==> src/rtl/sc_levelcounter_param_if.sv <==
// Game-control to level-counter bus: state and crossing strobe in; level, level-up pulse and final-level flag out.
// Pure signal bundle with no flow control, so no latency and no backpressure.
interface sc_levelcounter_param_if #(
    parameter int CURRENTSTATE_DATAWIDTH = 2,
    parameter int LEVELCOUNTER_DATAWIDTH = 3
);
    logic [CURRENTSTATE_DATAWIDTH-1:0] CurrentState_InBus;
    logic                              CountSignal_InLow;
    logic [LEVELCOUNTER_DATAWIDTH-1:0] Data_OutBus;
    logic                              LevelUp_OutHigh;
    logic                              MaxReached_OutHigh;

    modport master (
        output CurrentState_InBus,
        output CountSignal_InLow,
        input  Data_OutBus,
        input  LevelUp_OutHigh,
        input  MaxReached_OutHigh
    );

    modport slave (
        input  CurrentState_InBus,
        input  CountSignal_InLow,
        output Data_OutBus,
        output LevelUp_OutHigh,
        output MaxReached_OutHigh
    );
endinterface

==> src/rtl/sc_levelcounter_param.sv <==
// Frogger level counter: one level per falling edge of the active-low strobe while in play; saturate or wrap at LEVEL_MAX.
// Outputs update on the same edge that samples the strobe fall; no backpressure, strobe events outside play are dropped.
module sc_levelcounter_param #(
    parameter int CURRENTSTATE_DATAWIDTH = 2,
    parameter int LEVELCOUNTER_DATAWIDTH = 3,
    parameter int LEVEL_START            = 0,
    parameter int LEVEL_MAX              = 7,
    parameter int ENDGAME_VALUE          = 4,
    parameter int WRAP_MODE              = 0
) (
    input  logic                   SC_LEVELCOUNTERP_CLOCK_50,
    input  logic                   SC_LEVELCOUNTERP_RESET_InHigh,
    sc_levelcounter_param_if.slave SC_LEVELCOUNTERP_Bus
);
    localparam int SW = CURRENTSTATE_DATAWIDTH;
    localparam int DW = LEVELCOUNTER_DATAWIDTH;

    localparam logic [SW-1:0] ST_AWAIT = SW'(0);
    localparam logic [SW-1:0] ST_PLAY  = SW'(1);
    localparam logic [SW-1:0] ST_END   = SW'(2);

    localparam logic [DW-1:0] LP_START   = DW'(LEVEL_START);
    localparam logic [DW-1:0] LP_MAX     = DW'(LEVEL_MAX);
    localparam logic [DW-1:0] LP_ENDGAME = DW'(ENDGAME_VALUE);
    localparam logic [DW-1:0] LP_ONE     = DW'(1);

    logic [SW-1:0] w_state;
    logic          w_strobe;
    logic          w_event;
    logic [DW-1:0] w_data_inc;
    logic [DW-1:0] w_data_nxt;
    logic          w_levelup_nxt;
    logic          w_max_nxt;

    logic          r_prev;
    logic [DW-1:0] r_data;
    logic          r_levelup;
    logic          r_max;

    assign w_state    = SC_LEVELCOUNTERP_Bus.CurrentState_InBus;
    assign w_strobe   = SC_LEVELCOUNTERP_Bus.CountSignal_InLow;
    assign w_event    = r_prev & ~w_strobe;
    assign w_data_inc = r_data + LP_ONE;

    always_comb begin
        w_data_nxt    = r_data;
        w_levelup_nxt = 1'b0;
        w_max_nxt     = r_max;
        case (w_state)
            ST_AWAIT: begin
                w_data_nxt = LP_START;
                w_max_nxt  = 1'b0;
            end
            ST_PLAY: begin
                if (w_event) begin
                    if (r_data < LP_MAX) begin
                        w_data_nxt    = w_data_inc;
                        w_levelup_nxt = 1'b1;
                        w_max_nxt     = (w_data_inc == LP_MAX);
                    end else if (WRAP_MODE != 0) begin
                        w_data_nxt    = LP_START;
                        w_levelup_nxt = 1'b1;
                        w_max_nxt     = 1'b0;
                    end
                end
            end
            ST_END: begin
                w_data_nxt = LP_ENDGAME;
            end
            default: begin
            end
        endcase
    end

    // Prev follows the strobe even in reset, so a strobe held low across release is already "seen".
    always_ff @(posedge SC_LEVELCOUNTERP_CLOCK_50) begin
        r_prev <= w_strobe;
        if (SC_LEVELCOUNTERP_RESET_InHigh) begin
            r_data    <= LP_START;
            r_levelup <= 1'b0;
            r_max     <= 1'b0;
        end else begin
            r_data    <= w_data_nxt;
            r_levelup <= w_levelup_nxt;
            r_max     <= w_max_nxt;
        end
    end

    assign SC_LEVELCOUNTERP_Bus.Data_OutBus        = r_data;
    assign SC_LEVELCOUNTERP_Bus.LevelUp_OutHigh    = r_levelup;
    assign SC_LEVELCOUNTERP_Bus.MaxReached_OutHigh = r_max;
endmodule

==> src/flat_wrapper.sv <==
// flat-port wrapper written by rule: the top's interface ports become plain ports
module sc_levelcounter_param_flat 
#(
    parameter int CURRENTSTATE_DATAWIDTH = 2,
    parameter int LEVELCOUNTER_DATAWIDTH = 3,
    parameter int LEVEL_START            = 0,
    parameter int LEVEL_MAX              = 7,
    parameter int ENDGAME_VALUE          = 4,
    parameter int WRAP_MODE              = 0
)
  (SC_LEVELCOUNTERP_CLOCK_50, SC_LEVELCOUNTERP_RESET_InHigh, SC_LEVELCOUNTERP_Bus_CurrentState_InBus, SC_LEVELCOUNTERP_Bus_CountSignal_InLow, SC_LEVELCOUNTERP_Bus_Data_OutBus, SC_LEVELCOUNTERP_Bus_LevelUp_OutHigh, SC_LEVELCOUNTERP_Bus_MaxReached_OutHigh);
  sc_levelcounter_param_if #(.CURRENTSTATE_DATAWIDTH(CURRENTSTATE_DATAWIDTH), .LEVELCOUNTER_DATAWIDTH(LEVELCOUNTER_DATAWIDTH)) SC_LEVELCOUNTERP_Bus_i ();
  input  logic SC_LEVELCOUNTERP_CLOCK_50;
  input  logic SC_LEVELCOUNTERP_RESET_InHigh;
  input wire logic [$bits(SC_LEVELCOUNTERP_Bus_i.CurrentState_InBus)-1:0] SC_LEVELCOUNTERP_Bus_CurrentState_InBus;
  input wire logic [$bits(SC_LEVELCOUNTERP_Bus_i.CountSignal_InLow)-1:0] SC_LEVELCOUNTERP_Bus_CountSignal_InLow;
  output wire logic [$bits(SC_LEVELCOUNTERP_Bus_i.Data_OutBus)-1:0] SC_LEVELCOUNTERP_Bus_Data_OutBus;
  output wire logic [$bits(SC_LEVELCOUNTERP_Bus_i.LevelUp_OutHigh)-1:0] SC_LEVELCOUNTERP_Bus_LevelUp_OutHigh;
  output wire logic [$bits(SC_LEVELCOUNTERP_Bus_i.MaxReached_OutHigh)-1:0] SC_LEVELCOUNTERP_Bus_MaxReached_OutHigh;
  assign SC_LEVELCOUNTERP_Bus_i.CurrentState_InBus = SC_LEVELCOUNTERP_Bus_CurrentState_InBus;
  assign SC_LEVELCOUNTERP_Bus_i.CountSignal_InLow = SC_LEVELCOUNTERP_Bus_CountSignal_InLow;
  assign SC_LEVELCOUNTERP_Bus_Data_OutBus = SC_LEVELCOUNTERP_Bus_i.Data_OutBus;
  assign SC_LEVELCOUNTERP_Bus_LevelUp_OutHigh = SC_LEVELCOUNTERP_Bus_i.LevelUp_OutHigh;
  assign SC_LEVELCOUNTERP_Bus_MaxReached_OutHigh = SC_LEVELCOUNTERP_Bus_i.MaxReached_OutHigh;
  sc_levelcounter_param #(.CURRENTSTATE_DATAWIDTH(CURRENTSTATE_DATAWIDTH), .LEVELCOUNTER_DATAWIDTH(LEVELCOUNTER_DATAWIDTH), .LEVEL_START(LEVEL_START), .LEVEL_MAX(LEVEL_MAX), .ENDGAME_VALUE(ENDGAME_VALUE), .WRAP_MODE(WRAP_MODE)) u_core (.SC_LEVELCOUNTERP_CLOCK_50(SC_LEVELCOUNTERP_CLOCK_50), .SC_LEVELCOUNTERP_RESET_InHigh(SC_LEVELCOUNTERP_RESET_InHigh), .SC_LEVELCOUNTERP_Bus(SC_LEVELCOUNTERP_Bus_i));
endmodule
==> config.mk <==
export PLATFORM = sky130hd
export DESIGN_NAME = sc_levelcounter_param_flat
export DESIGN_NICKNAME = d
export VERILOG_FILES = /design/src/rtl/sc_levelcounter_param_if.sv /design/src/rtl/sc_levelcounter_param.sv /design/src/flat_wrapper.sv
export SDC_FILE = /design/constraint.sdc
export NUM_CORES = 1
export LEC_CHECK = 0
export BUFFER_PORTS_ARGS = -buffer_cell sky130_fd_sc_hd__buf_2
export CORE_AREA = 2 2 39 41
export DETAILED_ROUTE_END_ITERATION = 6
export DIE_AREA = 0 0 41 43
export GPL_TIMING_DRIVEN = 0
export HOLD_SLACK_MARGIN = 0.03
export PLACE_DENSITY = 0.57
export SLEW_MARGIN = 0
export SYNTH_ARGS = -nofsm -noshare
export SYNTH_HDL_FRONTEND = slang
export SYNTH_SLANG_ARGS = --single-unit
==> constraint.sdc <==
create_clock -name SC_LEVELCOUNTERP_CLOCK_50 -period 2.08 [get_ports SC_LEVELCOUNTERP_CLOCK_50]
set_input_delay 0.208 -clock SC_LEVELCOUNTERP_CLOCK_50 [delete_from_list [all_inputs] [get_ports SC_LEVELCOUNTERP_CLOCK_50]]
set_output_delay 0.208 -clock SC_LEVELCOUNTERP_CLOCK_50 [all_outputs]
set_load 0.01 [all_outputs]
## Word level (Yosys, flattened, before mapping)

Cells that the tools add are included.

| storage, ports and cells | value |
|---|---|
| input port bits | 5 |
| output and inout bits | 5 |
| bits in registers | 6 |

| operators by class | value |
|---|---|
| add/subtract/negate cells | 1 |
| muxes and demuxes | 7 |
| bitwise operators | 4 |
| reductions and logical operators | 6 |
| eq/ne operators | 5 |
| order comparisons | 1 |

Operators with widths:

| operator | number |
|---|---|
| one-hot mux 3 bit (3 select lines) | 1 |
| 2-to-1 mux 3 bit | 2 |
| AND reduction 3 bit | 2 |
| inequality test 2 x 1 -> 1 bit, second input constant | 2 |
| adder 3 x 1 -> 3 bit, second input constant | 1 |
| equality test 3 bit, second input constant | 1 |
| < comparator 3 bit, second input constant | 1 |
| 2-to-1 mux 1 bit | 3 |
| NOT 1 bit | 3 |
| nonzero test 3 bit | 1 |
| OR reduction 3 bit | 1 |
| equality test 2 x 1 -> 1 bit, second input constant | 1 |
| equality test 2 bit, second input constant | 1 |
| logical NOT 2 bit | 1 |
| one-hot mux 1 bit (2 select lines) | 1 |
| nonzero test 2 bit | 1 |
| bitwise AND 1 bit | 1 |

## Longest topological paths before layout

Gate-level depths: netlist of run 1.

| depth | value |
|---|---|
| word-level depth | 5 |
| gate-level depth with buffers | 5 |
| mapped depth without buffers | 5 |

## Least setup slack after synthesis of run 1

No wires, ideal clock.

| timing | value |
|---|---|
| path type | input to register |
| from | in SC_LEVELCOUNTERP_Bus_CurrentState_InBus[1] |
| to | reg u_core.r_data[0], in the netlist u_core.SC_LEVELCOUNTERP_Bus.Data_OutBus[0] |
| data arrival time | 1.254 ns |
| stages on the path | 5 |
| setup slack | 0.705 ns |
| required time | 1.959 ns |
| setup time | 0.121 ns |
| path through | inv_1 ha_1 and4_4 a211o_4 mux2_4 |

| on the way | value |
|---|---|
| word-level cells in the longest chain between the ends | 3 |
| elaborated cells between the ends (all ways) | 8 |
| classes of those cells | 4 x eq/ne; 1 x mux; 3 x reduce/logical |

Ends and longest elaborated chain:

| item | RTL line | text |
|---|---|---|
| from (decl) | flat_wrapper.sv:15 | `input wire logic [$bits(SC_LEVELCOUNTERP_Bus_i.CurrentState_InBus)-1:0] SC_LEVELCOUNTERP_Bus_CurrentState_InBu ...` |
| equality test 2 x 1 -> 1 bit (tied with other cells) | sc_levelcounter_param.sv:49 | `case (w_state)` |
| inequality test 2 x 1 -> 1 bit (no source line) / nonzero test 3 bit (equally long branches) | n/a |  |
| AND reduction 3 bit (no source line) | n/a |  |
| to (signal assigned) | sc_levelcounter_param.sv:83 | `r_data <= w_data_nxt;` |
| to (decl) | sc_levelcounter_param.sv:36 | `logic [DW-1:0] r_data;` |

Parallel ways exist; a longest one is shown, timed or not.
A chain may end at the register's enable or synchronous reset.

## Worst setup path after layout of run 1

| timing | value |
|---|---|
| from | reg u_core.r_data[1], in the netlist u_core.SC_LEVELCOUNTERP_Bus.Data_OutBus[1] |
| to | reg u_core.r_data[1], in the netlist u_core.SC_LEVELCOUNTERP_Bus.Data_OutBus[1] |

| on the way | value |
|---|---|
| word-level cells in the longest chain between the ends | 4 |
| elaborated cells between the ends (all ways) | 7 |
| classes of those cells | 1 x add/sub; 1 x order compare; 1 x eq/ne; 3 x mux; 1 x reduce/logical |

Ends and longest elaborated chain:

| item | RTL line | text |
|---|---|---|
| adder 3 x 1 -> 3 bit | sc_levelcounter_param.sv:43 | `assign w_data_inc = r_data + LP_ONE;` |
| 2-to-1 mux 3 bit | sc_levelcounter_param.sv:56 | `if (r_data < LP_MAX) begin` |
| 2-to-1 mux 3 bit | sc_levelcounter_param.sv:55 | `if (w_event) begin` |
| one-hot mux 3 bit (3 select lines) | sc_levelcounter_param.sv:49 |  |

Parallel ways exist; a longest one is shown, timed or not. The select of a mux whose other input is x is not followed.

==> results.ini, run 1 <==
[timing]
slew_headroom_pct = 82.4
drv_slew = 0
setup_viol = 0
max_slew.worst_pin.slew_ns = 0.262
maxClockFrequency_ghz = 0.761
clock-skew-final_ns = 0.000728
hold_viol = 0
holdWs_ns = 0.0711
final.setup.tns_ns = 0
rsz0062_at_grt = false
period_share_pct = 63.2
post-route-min-period_ns = 1.31

[setup_path]
timing.rr.end = u_core.SC_LEVELCOUNTERP_Bus.Data_OutBus[1]
required_ns = 2.22
worstPathArrival_ns = 1.45
worstReg2RegStart = u_core.SC_LEVELCOUNTERP_Bus.Data_OutBus[1]
end_kind = flop
worstSetupStartpointType = flop
reg2regPathDepth = 3
crit_type = flop to flop
path_max_fanout = 6
rrSetupSlack_ns = 0.77

[die]
dieArea_um2 = 1760
core-area_um2 = 1380
die_h_um = 43
io_pins = 10
start_util_pct = 29.0
rows = 14
die_width_um = 41

[power]
power_density_nw_per_um2 = 555
vdd_ir_drop_max_mv = 0.148
p_leak_nw = 0.257

[hold_path]
hp-class = input port to flop
min_from = SC_LEVELCOUNTERP_Bus_CountSignal_InLow
whs_path_depth = 1
min_to = u_core.r_prev

[run]
cap_viol_max_count = 0

[drt]
drt_iter0_markers = 9
drc_errors = 0
vias = 316
drt-total-wl_um = 767
drt_first_pass_iters = 4
routedWlPerCell_um = 11.4
ant_nets = 0
viasPerCell = 4.72

[global_routing]
antenna_found_initial = 0
grt_overflow = 0
grt_use_total_pct = 10.4
grt_pass1_vias = 273
grt_pass1_wl_mm = 1.19
grt_max_degree = 7

[placed_design]
dp_hpwl_um = 561
numPortBuffers = 9
place_congestion = 0.724

[cts]
post_cts_buffers = 0
ctsHoldBuffers = 0
cts.sink_count = 6
cts_inserted_buffers = 3
ctsHtreeMaxLevel = 1
cts_buffer_depth = 2
clock_latency_ns = 0.25
cts_tree = built
ctsRootBufferMaster = clkbuf_4
cts_resized = 0
clkTransAtPathRegs_ns = 0.05

[layout]
synthToLayoutAreaGrowth_pct = 21.8
diodes = 0
drive_above_1_share_pct = 33.3
nets = 65

[logic_synthesis]
synth.yosys.warnings = 0
syn_area_per_cell_um2 = 10.3
synth_nets = 51
synth_edf_count = 0
synth_seq_area_share_pct = 29.9
ys_async_sr_fraction_pct = 0
synth_ff_type = dfxtp_1
syn-instance-count = 39
ys_ff_latch = 6
ys_types = 19
synth_area_um2 = 402

[outcome]
status = finished clean

synth_stat cells, drive strengths merged (2+ instances only):
cell type,n,area share (%)
ha,7,22
dfxtp,6,30
inv,4,3.7
nor2,4,3.7
mux2,2,7.5
mux2i,2,5.0
nand2,2,1.9
worst max path at each step:
stage | to | cells past startpoint | slack, ns | start
6_report | u_core.SC_LEVELCOUNTERP_Bus.Data_OutBus[1] | 3 | 0.77 | u_core.SC_LEVELCOUNTERP_Bus.Data_OutBus[1]
5_1_grt | u_core.SC_LEVELCOUNTERP_Bus.Data_OutBus[1] | 6 | 0.75 | SC_LEVELCOUNTERP_Bus_CurrentState_InBus[1]
4_1_cts | u_core.SC_LEVELCOUNTERP_Bus.Data_OutBus[1] | 3 | 0.78 | u_core.SC_LEVELCOUNTERP_Bus.Data_OutBus[1]
3_5_place_dp | u_core.SC_LEVELCOUNTERP_Bus.Data_OutBus[1] | 6 | 0.52 | SC_LEVELCOUNTERP_Bus_CurrentState_InBus[1]
3_3_place_gp | u_core.SC_LEVELCOUNTERP_Bus.Data_OutBus[1] | 6 | 0.53 | SC_LEVELCOUNTERP_Bus_CurrentState_InBus[1]
2_1_floorplan | u_core.SC_LEVELCOUNTERP_Bus.Data_OutBus[0] | 5 | 0.70 | SC_LEVELCOUNTERP_Bus_CurrentState_InBus[1]
report_power, final:
group	total (W)	internal, W	leakage, nW	switching, W
combinational	0.0000374	0.0000177	0.194	0.0000198
clock	0.000113	0.0000657	0.0138	0.0000477
sequential	0.000121	0.000118	0.0489	0.00000264
worst max-delay path, cell delays in order, from the launching register on:
cell     delay [ns]
dfxtp_1        0.36
and4_4         0.21
a211o_4        0.33
mux2_4         0.30
final cells by class:
class	instances	area, um^2
well taps	16	20.0
clock buffers	3	22.5
inverters	4	15.0
repair buffers	9	45.0
multi-input cells	29	267
fillers	144	895
flip-flops and latches	6	120
registers in the layout, indices dropped and copies added (netlist names):
name,cells
u_core.SC_LEVELCOUNTERP_Bus.Data_OutBus,3
u_core.SC_LEVELCOUNTERP_Bus.LevelUp_OutHigh,1
u_core.SC_LEVELCOUNTERP_Bus.MaxReached_OutHigh,1
u_core.r_prev,1
logic make-up after synthesis:
kind of cell	Yosys count	share of synthesized area, %
AOI/OAI and AO/OA	3	8.41
xor gates and xnor gates	1	2.18
adders and majority gates	7	21.8
buffers and inverters	4	3.74
DFF	6	29.9
muxes	4	12.5
and+or+nand+nor	14	21.5
layer usage:
layer	share of wire, %	GRT usage (%)	vias up
li1	-	-	161
met2	42	12.2	13
met1	49	14.1	137
met3	5.0	3.14	5
met5	0	0	-
met4	4.4	10.0	0
cells in the final DEF, fill, tap and decap left out:
cell type  netlist  layout
nand2_1          2       2
mux2i_1          2       2
and3b_1          1       1
a32oi_1          1       1
nor2_1           4       4
dfxtp_1          6       6
inv_1            4       4
xor2_1           1       1
and4_4           1       1
mux2_4           2       2
nand2b_1         1       1
a211oi_1         1       1
nand4_1          1       1
buf_2            0       9
nand3_1          1       1
clkbuf_4         0       3
and2b_2          1       1
nand3b_1         1       1
ha_1             7       7
nor4bb_1         1       1
a211o_4          1       1
stage by stage:
step                util (%)  setup slack, ns  total power, W  cell area [um^2]  std cells
floorplan                  -            0.705        0.000147               402         39
global placement        33.7            0.530        0.000160               467         64
detailed placement      33.7            0.525        0.000160               467         64
CTS                     35.4            0.776        0.000274               489         67
global route            35.4            0.749        0.000282               489         67
finish                  35.4            0.766        0.000272               489         67
Power figures use the tool's default switching activity.
==> run 2, diff against run 1 <==
--- a/config.mk
+++ b/config.mk
@@ -11,7 +11,7 @@
 export DIE_AREA = 0 0 41 43
 export GPL_TIMING_DRIVEN = 0
 export HOLD_SLACK_MARGIN = 0.03
-export PLACE_DENSITY = 0.57
+export PLACE_DENSITY = 0.59
 export SLEW_MARGIN = 0
 export SYNTH_ARGS = -nofsm -noshare
 export SYNTH_HDL_FRONTEND = slang
==> constraint.sdc (replaced) <==
create_clock -name SC_LEVELCOUNTERP_CLOCK_50 -period 1.11 [get_ports SC_LEVELCOUNTERP_CLOCK_50]
set_input_delay 0.111 -clock SC_LEVELCOUNTERP_CLOCK_50 [delete_from_list [all_inputs] [get_ports SC_LEVELCOUNTERP_CLOCK_50]]
set_output_delay 0.111 -clock SC_LEVELCOUNTERP_CLOCK_50 [all_outputs]
set_load 0.01 [all_outputs]
==> run 2 against run 1 <==
The run now ends with setup timing left. Setup slack got worse by 0.88 ns. Utilization grew 2.7 points. First-iteration DRC count down 33%. Fmax increased by 7.3%. Count of clock-buffer cells in the layout up 1. Critical path depth did not move. Power rose by 95%. Clock power up 100%. Final cell count is 6.0% higher. Sequential power increased by 85%. Largest cell class unchanged.
==> results.ini, run 2 (synthesized netlist as in run 1, its figures left out) <==
[setup_path]
timing.rr.end = u_core.SC_LEVELCOUNTERP_Bus.Data_OutBus[1]
slowest_stage = dfxtp_4
end_kind = flop
worstPathArrival_ns = 1.37  ; -0.08 ns
reg2regPathDepth = 3  ; unchanged
rrSetupSlack_ns = -0.11  ; -0.88 ns
worstSetupStartpointType = flop
max_stage_delay_ns = 0.35  ; about the same
cp-startpoint = u_core.SC_LEVELCOUNTERP_Bus.Data_OutBus[1]
crit_chain = and4_4, a211o_4, mux2_4
required_ns = 1.25  ; -0.97 ns
path_max_fanout = 3  ; -3
endpoint = u_core.SC_LEVELCOUNTERP_Bus.Data_OutBus[1]
worstReg2RegStart = u_core.SC_LEVELCOUNTERP_Bus.Data_OutBus[1]
crit_type = flop to flop

[drt]
drc_errors = 0  ; unchanged
drt-total-wl_um = 843  ; +9.9%
viasPerCell = 4.61  ; -2.3%
routedWlPerCell_um = 11.9  ; +3.7%
drt_iter0_markers = 6  ; -3
ant_nets = 0  ; unchanged
drt_first_pass_iters = 4  ; unchanged
vias = 327  ; +3.5%

[cts]
cts.sink_count = 6  ; unchanged
clkTransAtPathRegs_ns = 0.05  ; about the same
cts_inserted_buffers = 3  ; unchanged
cts_tree = built
clock_latency_ns = 0.25  ; about the same
ctsRootBufferMaster = clkbuf_4
ctsHtreeMaxLevel = 1  ; unchanged
cts_buffer_depth = 2  ; unchanged

[timing]
slew_headroom_pct = 76.8  ; -5.6 points
drv_slew = 0  ; unchanged
hold_viol = 0  ; unchanged
layout_setup_ws_ns = -0.115  ; -0.881 ns
period_share_pct = 110  ; +47 points
final.setup.tns_ns = -0.364  ; -0.364 ns
max_slew.worst_pin.slew_ns = 0.346  ; +0.0838 ns
post-route-min-period_ns = 1.22  ; -0.0894 ns
clock-skew-final_ns = 0.00915  ; +0.00842 ns
holdWs_ns = 0.108  ; +0.0369 ns
setup_viol = 4  ; +4
rsz0062_at_grt = true
maxClockFrequency_ghz = 0.817  ; +7.3%

[layout]
largest_reg_flops = 3  ; unchanged
final_common_cell = buf_2
fillers = 146  ; +1.4%
finalNonFillerCells = 71  ; +6.0%
diodes = 0  ; unchanged
nets = 68  ; +4.6%
fin_area_um2 = 527  ; +7.7%
layout_common_cells = buf_2 (9), ha_1 (6), inv_1 (4), nor2_1 (4)
synthToLayoutAreaGrowth_pct = 31.2
fin_util_pct = 38.1  ; +2.7 points
drive_above_1_share_pct = 41.8  ; +8.5 points

[outcome]
violations = setup timing
status = finished with violations

[global_routing]
grt_max_degree = 7  ; unchanged
grt_use_total_pct = 11.9  ; +1.5 points
grt_pass1_vias = 337  ; +23%
grt_overflow = 0  ; unchanged
grt_pass1_wl_mm = 1.39  ; +16%
antenna_found_initial = 0  ; unchanged

[die]
die_h_um = 43  ; unchanged
io_pins = 10  ; unchanged
rows = 14  ; unchanged
start_util_pct = 29.0  ; unchanged
core-area_um2 = 1380  ; unchanged
die_width_um = 41  ; unchanged
dieArea_um2 = 1760  ; unchanged

[power]
power_switching_w = 0.000133  ; +90%
p_seq_share_pct = 42.4  ; -2.1 points
pwr-share-comb_pct = 14.8  ; +1.0 points
swShare_pct = 25.1  ; -0.68 points
power_density_nw_per_um2 = 1000  ; +81%
vdd_ir_drop_max_mv = 0.449  ; +200%
intPower_w = 0.000396  ; +97%
p_leak_nw = 0.273  ; +6.2%
p_clk_share_pct = 42.8  ; +1.0 points

[placed_design]
numPortBuffers = 9  ; unchanged
postPlaceCellArea_um2 = 474  ; +1.6%
place_congestion = 0.706  ; -2.5%
dp_cells = 64  ; unchanged
dp_hpwl_um = 608  ; +8.3%

[hold_path]
hp-class = input port to flop

[run]
cap_viol_max_count = 0  ; unchanged

## run 2: changes by cell type in the layout (fill, tap and decap cells not counted), sizes merged
cell / delta
dlygate4sd3: +1
buf: +2
clkbuf: +1
## run 2: worst min path at each step
stage | endpoint | depth (start not counted) | from | slack [ns]
3_5_place_dp | u_core.r_prev | 1 | SC_LEVELCOUNTERP_Bus_CountSignal_InLow | 0.23
6_report | u_core.SC_LEVELCOUNTERP_Bus.LevelUp_OutHigh | 2 | SC_LEVELCOUNTERP_RESET_InHigh | 0.11
3_3_place_gp | u_core.r_prev | 1 | SC_LEVELCOUNTERP_Bus_CountSignal_InLow | 0.22
5_1_grt | u_core.SC_LEVELCOUNTERP_Bus.LevelUp_OutHigh | 2 | SC_LEVELCOUNTERP_RESET_InHigh | 0.12
4_1_cts | u_core.SC_LEVELCOUNTERP_Bus.LevelUp_OutHigh | 2 | SC_LEVELCOUNTERP_RESET_InHigh | 0.10
2_1_floorplan | u_core.r_prev | 0 | SC_LEVELCOUNTERP_Bus_CountSignal_InLow | 0.14
## run 2: layer usage
layer	up-vias	wire length, um	global-route usage [%]
met5	-	0	0
met4	0	23	8.00
met3	5	40	4.71
met2	11	403	18.1
met1	143	375	12.8
li1	168	-	-
## run 2: final cells by class
| type | instances | area, um^2 | area share [%] |
|---|---|---|---|
| Clock buffer | 4 | 26.3 | 4.99 |
| Timing Repair Buffer | 12 | 70.1 | 13.3 |
| Inverter | 4 | 15.0 | 2.85 |
| Sequential cell | 6 | 126 | 24.0 |
| Multi-Input combinational cell | 29 | 269 | 51.1 |
| Tap cell | 16 | 20.0 | 3.80 |
## run 2: per-stage QoR
stage / total power [W] / setup WS (ns)
floorplan: 0.000274 / -0.111
global placement: 0.000298 / -0.264
detailed placement: 0.000299 / -0.271
CTS: 0.000540 / -0.116
global route: 0.000558 / -0.137
finish: 0.000529 / -0.115
## run 2: timing repair
| item | in CTS | in global routing |
|---|---|---|
| buffers inserted | 2 | 0 |
| cloned | 0 | 0 |
| endpoints found under the hold margin | 1 | 0 |
| endpoints found under the setup margin | 3 | 4 |
| hold buffers | 1 | 0 |
| gates resized for setup | 0 | 1 |
| pin swaps | 0 | 0 |
## run 2: critical path: cells and delay by family, from the launching register on
kind,cells,cell delay [ns]
flops,1,0.35
compound gates,1,0.29
mux,1,0.30
simple gates,1,0.18
## run 2: power groups by stage
stage               clock [W]  sequential, W  combinational [W]
global placement            0       0.000228          0.0000697
detailed placement          0       0.000228          0.0000709
finish               0.000226       0.000224          0.0000783
CTS                  0.000238       0.000224          0.0000787
global route         0.000248       0.000225          0.0000855
floorplan                   0       0.000229          0.0000453
